[config.mk]
export PLATFORM = sky130hd
export DESIGN_NAME = csel_adder_pipe
export DESIGN_NICKNAME = d
export VERILOG_FILES = /design/src/rtl/csel_adder_pipe.sv
export SDC_FILE = /design/constraint.sdc
export NUM_CORES = 1
export LEC_CHECK = 0
export CORE_ASPECT_RATIO = 1.5
export CORE_MARGIN = 1
export CORE_UTILIZATION = 57
export CTS_CLUSTER_SIZE = 25
export DETAILED_ROUTE_END_ITERATION = 16
export GPL_ROUTABILITY_DRIVEN = 1
export GPL_TIMING_DRIVEN = 0
export PLACE_DENSITY = 0.89
export SLEW_MARGIN = 0
export SYNTH_ARGS = -nofsm -noshare
export SYNTH_HDL_FRONTEND = slang
export SYNTH_SLANG_ARGS = --single-unit
[constraint.sdc]
create_clock -name clk -period 6.5 [get_ports clk]
set_clock_uncertainty 0.05 [all_clocks]
set_input_delay 0.65 -clock clk [delete_from_list [all_inputs] [get_ports clk]]
set_output_delay 0.65 -clock clk [all_outputs]
set_load 0.02 [all_outputs]
[src/rtl/csel_adder_pipe.sv]
// rtl/csel_adder_pipe.sv - two-stage pipelined carry-select add/sub with valid/ready and carry chaining
// Stage 1 precomputes both block sums per carry-in; stage 2 resolves the carry-select chain.
module csel_adder_pipe #(
  parameter int WIDTH = 16,
  parameter int BLOCK = 4
) (
  input  logic                   clk,
  input  logic                   rst,
  input  logic                   in_valid,
  output logic                   in_ready,
  input  logic [WIDTH-1:0]       A,
  input  logic [WIDTH-1:0]       B,
  input  logic                   cin,
  input  logic                   sub,
  input  logic                   chain,
  output logic                   out_valid,
  input  logic                   out_ready,
  output logic [WIDTH-1:0]       S,
  output logic                   C,
  output logic                   V,
  output logic [WIDTH/BLOCK-2:0] innerCarry
);
  localparam int NBLK = WIDTH / BLOCK;

  logic [WIDTH-1:0] w_bx;
  logic [WIDTH-1:0] w_sum0;
  logic [WIDTH-1:0] w_sum1;
  logic [NBLK-1:0]  w_c0;
  logic [NBLK-1:0]  w_c1;
  logic             w_s1_adv;
  logic             w_accept;
  logic             w_s1_move;
  logic             w_ceff;
  logic [NBLK:0]    w_carry;
  logic [WIDTH-1:0] w_s;

  logic             r_s1_valid;
  logic [WIDTH-1:0] r_sum0;
  logic [WIDTH-1:0] r_sum1;
  logic [NBLK-1:0]  r_c0;
  logic [NBLK-1:0]  r_c1;
  logic             r_a_msb;
  logic             r_bx_msb;
  logic             r_cin;
  logic             r_sub;
  logic             r_chain;
  logic             r_out_valid;
  logic [WIDTH-1:0] r_s;
  logic             r_c;
  logic             r_v;
  logic [NBLK-2:0]  r_inner;

  assign w_s1_adv  = !r_out_valid || out_ready;
  assign in_ready  = !r_s1_valid || w_s1_adv;
  assign w_accept  = in_valid && in_ready;
  assign w_s1_move = r_s1_valid && w_s1_adv;

  always_comb begin
    w_bx   = sub ? ~B : B;
    w_sum0 = '0;
    w_sum1 = '0;
    w_c0   = '0;
    w_c1   = '0;
    for (int k = 0; k < NBLK; k++) begin
      {w_c0[k], w_sum0[k*BLOCK +: BLOCK]} = {1'b0, A[k*BLOCK +: BLOCK]} + {1'b0, w_bx[k*BLOCK +: BLOCK]};
      {w_c1[k], w_sum1[k*BLOCK +: BLOCK]} = {1'b0, A[k*BLOCK +: BLOCK]} + {1'b0, w_bx[k*BLOCK +: BLOCK]}
                                            + (BLOCK+1)'(1);
    end
  end

  // The registered carry-out doubles as the chaining carry: it loads on every op entering the output.
  always_comb begin
    w_ceff     = r_chain ? r_c : (r_sub | r_cin);
    w_carry    = '0;
    w_s        = '0;
    w_carry[0] = w_ceff;
    for (int k = 0; k < NBLK; k++) begin
      w_s[k*BLOCK +: BLOCK] = w_carry[k] ? r_sum1[k*BLOCK +: BLOCK] : r_sum0[k*BLOCK +: BLOCK];
      w_carry[k+1]          = w_carry[k] ? r_c1[k] : r_c0[k];
    end
  end

  always_ff @(posedge clk) begin
    if (rst) begin
      r_s1_valid  <= 1'b0;
      r_sum0      <= '0;
      r_sum1      <= '0;
      r_c0        <= '0;
      r_c1        <= '0;
      r_a_msb     <= 1'b0;
      r_bx_msb    <= 1'b0;
      r_cin       <= 1'b0;
      r_sub       <= 1'b0;
      r_chain     <= 1'b0;
      r_out_valid <= 1'b0;
      r_s         <= '0;
      r_c         <= 1'b0;
      r_v         <= 1'b0;
      r_inner     <= '0;
    end else begin
      if (w_accept) begin
        r_s1_valid <= 1'b1;
        r_sum0     <= w_sum0;
        r_sum1     <= w_sum1;
        r_c0       <= w_c0;
        r_c1       <= w_c1;
        r_a_msb    <= A[WIDTH-1];
        r_bx_msb   <= w_bx[WIDTH-1];
        r_cin      <= cin;
        r_sub      <= sub;
        r_chain    <= chain;
      end else if (w_s1_move) begin
        r_s1_valid <= 1'b0;
      end

      if (w_s1_move) begin
        r_out_valid <= 1'b1;
        r_s         <= w_s;
        r_c         <= w_carry[NBLK];
        r_v         <= (r_a_msb ~^ r_bx_msb) & (w_s[WIDTH-1] ^ r_a_msb);
        r_inner     <= w_carry[NBLK-1:1];
      end else if (out_ready) begin
        r_out_valid <= 1'b0;
      end
    end
  end

  assign out_valid  = r_out_valid;
  assign S          = r_s;
  assign C          = r_c;
  assign V          = r_v;
  assign innerCarry = r_inner;
endmodule

* Word level (Yosys, flattened, before mapping)
Cells that the tools add are included.
Storage, ports and cells: register bits 68, input port bits 39, word-level logic and storage cells 50, output and inout port bits 23
Cells by class: bitwise gates (word level) 5, add/sub/neg operators 8, mux-type cells 14, reductions and logical operators 8
Operators by type and width (count):
- adder 4 x 4 -> 5 bit | 4
- adder 5 x 1 -> 5 bit, second input constant | 4
- 2-to-1 mux 16 bit | 1
- 2-to-1 mux 4 bit | 4
- NOT 16 bit | 1
- 2-to-1 mux 1 bit | 9
- nonzero test 2 bit | 2
- logical AND 1 bit | 2
- zero test 1 bit | 2
- logical OR 1 bit | 2
- bitwise AND 1 bit | 1
- bitwise OR 1 bit | 1
- bitwise XNOR 1 bit | 1
- bitwise XOR 1 bit | 1

* Depth between registers and ports, before layout
depth in word-level cells 8, mapped depth 11

* Least setup slack after synthesis
OpenSTA, ideal clock, no wires.
path kind in2reg, from input port sub, to register r_sum1[15], path buffers 2, setup slack 3.393 ns, stages on the path 10, setup time 0.086 ns, data arrival time 2.972 ns, data required time 6.364 ns, cells stage by stage clkbuf_1 clkbuf_1 xor2_1 ha_1 inv_1 fa_1 xnor2_1 nand3_1 xor2_1 a211oi_1
On the way: longest elaborated chain between the ends 3
RTL lines:
- from (decl) | RTL line 14 | input logic sub,
- 2-to-1 mux 16 bit | RTL line 59 | w_bx = sub ? ~B : B;
- adder 4 x 4 -> 5 bit | RTL line 66 | {w_c1[k], w_sum1[k*BLOCK +: BLOCK]} = {1'b0, A[k*BLOCK +: BLOCK]} + {1'b0, w_bx[k*BLOCK +: BLOCK]}
- adder 5 x 1 -> 5 bit | RTL line 67 | + (BLOCK+1)'(1);
- to (signal assigned) | RTL line 104 | r_sum1 <= w_sum1;
- to (decl) | RTL line 39 | logic [WIDTH-1:0] r_sum1;
No other way between the ends. A chain may end at the register's enable or synchronous reset.

* Worst setup path after layout
Ends and elaborated chain as after synthesis.

==> metrics.md <==
| Metric | Value |
|---|---|
| Synth area leaders | dfxtp_1 38%, ha_1 6.9%, xor2_1 6.0% |
| Finish-stage setup viols | 0 |
| Slowest cell on crit path | clkbuf_1 |
| Status | completed |
| Yosys reg bits | 68 |
| Final hold violations | 0 |
| Element type at the critical path end | flop |
| Diode count | 0 |
| Post-route setup TNS | 0 ns |
| Synth top area share | 0.375 |
| GRT Overall Usage | 0.281 |
| First-pass GRT wire length | about 14 mm |
| Synth Instances | 416 |
| Clock Latency Late Sink | 0.35 ns |
| Pint | 794 uW |
| CTS sink count | 68 |
| RR Endpoint | r_sum0[13] |
| Area of the multi-input gates | 2080 um^2 |
| NumNets Final | 549 |
| Minimum clock period | 3.22 ns |
| Seq pwr share | 0.421 |
| Leak | 1.85 nW |
| R2R setup slack | roughly 4.3 ns |
| Die X | approximately 67 um |
| Power Dens Cells | between 200 and 300 nW/um^2 |
| Crit path max fanout | 10 |
| Critical path class | input pin to flop |
| # Post-CTS Setup Buffers | 0 |
| Overall die area | roughly 6700 um^2 |
| Core area | just over 6000 um^2 |
| TritonCTS clock tree | yes |
| Longest Clk Path Bufs | 2 |
| Clock power share | 0.305 |
| Switching pwr | between 300 and 400 uW |
| Worst Max-Slew Pin Slew | slightly below 0.9 ns |
| H-tree levels | 3 |
| Worst hold path class | flop to flop |
| Netlist cell types | 44 |
| # fillers | 496 |
| DR WL/cell | about 15 um |
| Antenna viol nets, final | 0 |
| Register area share after synthesis | 0.375 |
| Drt drc | 0 |
| CP arrival | 3.44 ns |
| Crit. Startpoint | sub |
| Cts bufs inserted | 9 |
| Area Overhead vs Synth | 24.4% |
| Switch share | 0.314 |
| Seq. cell area | roughly 1400 um^2 |
| Synth Warn # | 0 |
| Max Fclk | 0.311 GHz |
| Power, Total | between 1 and 1.5 mW |
| Vias/cell | 5.71 |
| Critical Path Max Stage Delay | 0.61 ns |
| Number of synthesized flops with an enable pin | 0 |
| Gr ovfl total | 0 |
| Period utilization | 0.495 |
| Hold path cells | 2 |
| Mapped cell area | 3630 um^2 |
| Dominant cell type by area after synthesis | dfxtp_1 |
| Mapped Avg Cell Area | about 8.7 um^2 |
| Vias in the first global route | 3043 |
| Initial antenna violation count | 0 |
| Critical path, cell by cell | clkbuf_1 -> clkbuf_1 -> xor2_1 -> ha_1 -> inv_1 -> fa_1 -> xnor2_1 -> nand3_1 -> xor2_1 -> a211oi_1 |
| Dpl hpwl | around 6.5 mm |
| Slew Viols, Final | 0 |
| Post-Syn Nets | 479 |
| Most used flip-flop cell after synthesis | dfxtp_1 |
| R2R cell count | 5 |
| # rows | 35 |
| Drt total wl | approximately 8.6 mm |
| Root Buffer | clkbuf_8 |
| Setup crit start kind | input pin |
| Worst Hold Endpoint | r_sum0[3] |
| Max_cap viols | 0 |
| Ports | 62 |
| Worst-path clk slew | 0.08 ns |
| Peak supply drop | 0.209 mV |
| Largest net degree at the start of global routing | 13 |
| Min-delay src | r_sum0[3] |
| Routability cong. | around 0.84 |
| CP required | 6.72 ns |
| Share of cells above drive strength 1 | 0.0733 |
| First-pass DRT Iterations | 5 |
| Combinational share of power | 0.274 |
| Chip height | 99.7 um |
| Hold Buf Count CTS | 0 |
| Worst r2r src | out_valid |
| Initial Utilization | 0.592 |
| Post-cts resize count | 0 |
| Post-synth ARST share | 0 |
| Vias post-DR | 3226 |
| RSZ-0062 raised after global routing | no |
| Slew headroom | 0.419 |
| DRT iter0 DRCs | between 150 and 200 |
| Quantity of I/O buffers inserted on ports | 59 |
## placed cells by master (no fill, tap or decap), types with 2 or more instances in the layout
master and count:
a211oi_1 23, buf_6 2, mux2i_1 8, clkbuf_8 10
nor2_1 52, nand2_1 52, o211ai_2 2, xor2_1 25
clkbuf_1 20, a311oi_1 5, o21ai_1 2, o21ai_0 6
nor3b_1 6, fa_1 4, or3b_4 2, clkinv_4 3
nor2b_1 2, a21oi_1 36, ha_1 20, nor3_1 7
a211oi_2 5, inv_1 11, xnor2_1 9, buf_4 2
dfxtp_1 68, o21bai_1 4, clkdlybuf4s50_1 59, a21o_1 12
nand3_1 14
## worst max-delay path, delay by kind of cell
| family | cells | cell delay, ns |
|---|---|---|
| xor+xnor | 3 | 0.75 |
| buf+inv | 3 | 1.06 |
| fa+ha+maj | 2 | 0.60 |
| compound gates | 1 | 0.22 |
| simple gates | 1 | 0.15 |
## power by group through the flow
stage	clock (mW)	sequential [mW]	combinational, mW
after CTS	0.352	0.486	0.315
after detailed placement	0	0.496	0.310
final	0.353	0.487	0.317
after global placement	0	0.493	0.298
after floorplan	0	0.500	0.207
after global routing	0.371	0.491	0.349
## final cells by class
| type | instances | area share |
|---|---|---|
| clock inverters | 5 | 0.0136 |
| multi-input cells | 311 | 0.460 |
| repair buffers | 59 | 0.131 |
| clock buffers | 11 | 0.0313 |
| well taps | 74 | 0.0205 |
| flip-flops and latches | 68 | 0.302 |
| inverters | 11 | 0.00915 |
| plain buffers | 26 | 0.0330 |
## cells by family after synthesis
group	Yosys count	synth area share
flops	68	0.375
mux	8	0.0221
xor+xnor	34	0.0821
fa+ha+maj	24	0.0911
buf+inv	37	0.0524
simple gates	147	0.191
compound gates	98	0.186
## metrics by stage
step                cell area, um^2  hold slack, ns  cells  worst slack, ns  utilization
floorplan                      3630           0.382    416             3.39            -
global placement               4310           0.391    549             2.99        0.703
detailed placement             4310           0.398    549             2.87        0.703
CTS                            4510           0.407    565             3.22        0.736
global route                   4510           0.425    565             3.07        0.736
finish                         4510           0.406    565             3.28        0.736
## how the worst max path moves through the flow
stage / to / cells past startpoint
3_5_place_dp: r_sum1[15] / 10
6_report: r_sum1[15] / 10
4_1_cts: r_sum1[15] / 10
5_1_grt: r_sum1[15] / 10
3_3_place_gp: r_c1[2] / 10
2_1_floorplan: r_sum1[15] / 10
## cells in the mapped netlist (2+ instances only)
| cell type | instances |
|---|---|
| o21ai_0 | 6 |
| dfxtp_1 | 68 |
| nor3_1 | 7 |
| o21ai_1 | 2 |
| nor2_1 | 52 |
| a21o_1 | 12 |
| xor2_1 | 25 |
| nor3b_1 | 6 |
| a211oi_2 | 5 |
| clkbuf_1 | 19 |
| buf_6 | 2 |
| nor2b_1 | 2 |
| o21bai_1 | 4 |
| o211ai_2 | 2 |
| nand2_1 | 52 |
| buf_4 | 2 |
| inv_1 | 11 |
| or3b_4 | 2 |
| a21oi_1 | 36 |
| fa_1 | 4 |
| xnor2_1 | 9 |
| mux2i_1 | 8 |
| a311oi_1 | 5 |
| nand3_1 | 14 |
| a211oi_1 | 23 |
| ha_1 | 20 |
## registers in the layout, summed over array words and instances (netlist names), 3 cells and up
name,cells
innerCarry,3
r_sum0,16
r_c1,4
r_sum1,16
r_c0,4
S,16
## per-layer routing
metal / wire [um] / vias up / GRT usage
met4: 356 / 0 / 0.180
met1: 3410 / 1491 / 0.319
li1: - / 1571 / -
met3: 464 / 28 / 0.0516
met2: 4350 / 136 / 0.466
met5: 0 / - / 0
Power figures use the tool's default switching activity.
==> variant, RTL diff (same settings) <==
Make the reset (`rst`) asynchronous in one clocked block.
--- a/src/rtl/csel_adder_pipe.sv
+++ b/src/rtl/csel_adder_pipe.sv
@@ -80,7 +80,7 @@
     end
   end
 
-  always_ff @(posedge clk) begin
+  always_ff @(posedge clk or posedge rst) begin
     if (rst) begin
       r_s1_valid  <= 1'b0;
       r_sum0      <= '0;
Formal check against the unedited RTL: differs if rst is asserted again (counterexample within 4 cycles, from zero or initial values and one cycle with rst high); with rst held inactive, the same outputs for 10 cycles.
==> variant against the unedited design <==
- global-route usage is 0.088 points lower
- cell area is 1.6% higher
- sequential cell count stayed put
- first-iteration DRC count is 21% higher
- synthesized cell count is 19% lower
- wire length is 7.1% lower
- worst hold slack better by 0.021 ns
- highest routed layer unchanged
- clock power is 14% higher
- largest power group unchanged
- setup slack worse by 0.038 ns
- critical path depth stayed put
- synthesized area is 0.31% higher
- register-to-register slack worse by 0.09 ns
- total power is 43% higher
- die area is 0.30% higher
==> variant: results (changes against the unedited design) <==
- Synth cell types: 41 (was 44)
- Via count: 2,766 (was 3,226)
- Reg-to-Reg End: V (was r_sum0[13])
- Drt pass-1 iters: 4 (was 5)
- Total track usage: 28.0% (was 28.1%)
- Critical Path AT: 3.43 ns (was 3.44 ns)
- Hold Crit Start: S[5] (was r_sum0[3])
- Synth async-reset ratio: 100% (was 0%)
- Status: finished clean (unchanged)
- Top cells by count, synth: 68 x dfrtp_1, 41 x nand2_1, 34 x o21ai_0 (was 68 x dfxtp_1, 52 x nand2_1, 52 x nor2_1)
- Pleak: 0.00205 uW (was 0.00185 uW)
- Routed len/inst: 16.3 um (was 15.2 um)
- Layout cells sized above 1: 12.3% (was 7.33%)
- Sequential-to-total area share from yosys stat: 46.8% (was 37.5%)
- Input/output buffers: 60 (was 59)
- Hold WS: 0.427 ns (was 0.406 ns)
- Mean area per synthesized cell: 10.7 um^2 (was 8.72 um^2)
- Pin count of the biggest net entering global routing: 38 (was 13)
- Post-DP HPWL: 5900 um (was 6550 um)
- Inst Count DP: 474 (was 549)
- Critical Path Max Stage Delay: 0.66 ns (was 0.61 ns)
- Maximum vdd drop: 0.000211 V (was 0.000209 V)
- Reg clk slew, reported paths: 0.07 ns
- Worst Hold End: S[5] (was r_sum0[3])
- Iter 0 DRT Violations: 203 (was 168)
- Syn nets: 402 (was 479)
- Crit path capture: r_c1[3] (was r_sum1[15])
- Post-layout minimum cycle time: 3.26 ns (was 3.22 ns)
- First-pass GRT wire length: 13,600 um (was 14,000 um)
- Reg2reg path depth: 6 (was 5)
- Top cells by area, synth: dfrtp_1 47%, mux2_2 7.7%, ha_1 6.9% (was dfxtp_1 38%, ha_1 6.9%, xor2_1 6.0%)
- Worst reg2reg startpoint: r_chain (was out_valid)
- Cell Area, Placed: 4350 um^2 (was 4310 um^2)
- Post-Layout Cell Count: 490 (was 565)
- Dpl ws: 2.85 ns (was 2.87 ns)
- Internal power: 1110 uW (was 794 uW)
- Reg2reg setup slack: 4.20 ns (was 4.29 ns)
- Vias in the first global route: 2,992 (was 3,043)
- Worst rel slew slack: 46.0% (was 41.9%)
- Most used DFF post-synth: dfrtp_1 (was dfxtp_1)
[variant: changes by cell type after synthesis, sizes merged, moves of 6 or more]
cell / delta
a21oi: -27
a31oi: +7
nor2: -45
a211oi: -28
nand2: -12
dfxtp: -68
o21ai: +32
mux2: +25
clkbuf: -8
dfrtp: +68
a21o: -6
nor3: -7
[variant: layout make-up]
type | count | area (um^2)
Tap cell | 74 | 92.6
Clock buffer | 12 | 165
Clock inverter | 4 | 70.1
Buffer | 14 | 57.6
Timing Repair Buffer | 61 | 621
Sequential cell | 68 | 1700
Multi-Input combinational cell | 247 | 1840
Inverter | 10 | 37.5
Fill cell | 403 | 1540
[variant: power by group through the flow]
stage | combinational (uW) | clock, uW | sequential [uW]
2_1_floorplan | 322 | 0 | 700
3_3_place_gp | 582 | 0 | 643
3_5_place_dp | 608 | 0 | 652
4_1_cts | 614 | 404 | 646
5_1_grt | 671 | 423 | 664
6_report | 609 | 401 | 648
[variant: cells by family after synthesis]
family | Yosys count | share of synthesized area [%]
AND/OR/NAND/NOR | 83 | 11.3
adder cells (fa/ha/maj) | 24 | 9.08
XOR/XNOR | 34 | 8.18
AO/OA/AOI/OAI | 69 | 11.0
multiplexers | 37 | 11.0
buffers and inverters | 24 | 2.61
flip-flops | 68 | 46.8
[variant: per-layer routing]
metal	wire length [um]	vias up	share of wire [%]	track usage (%)
li1	-	1319	-	-
met3	300	28	3.8	5.68
met1	3060	1337	38	31.4
met4	346	0	4.3	19.1
met5	0	-	0	0
met2	4270	82	53	46.3
[variant: worst register-to-register path: stages (launching register included)]
cell and delay, ns:
dfrtp_1 0.40, nor2b_4 0.14, o21ai_0 0.63, a21boi_2 0.22, nor3b_2 0.40, o31a_1 0.23
o211ai_1 0.10
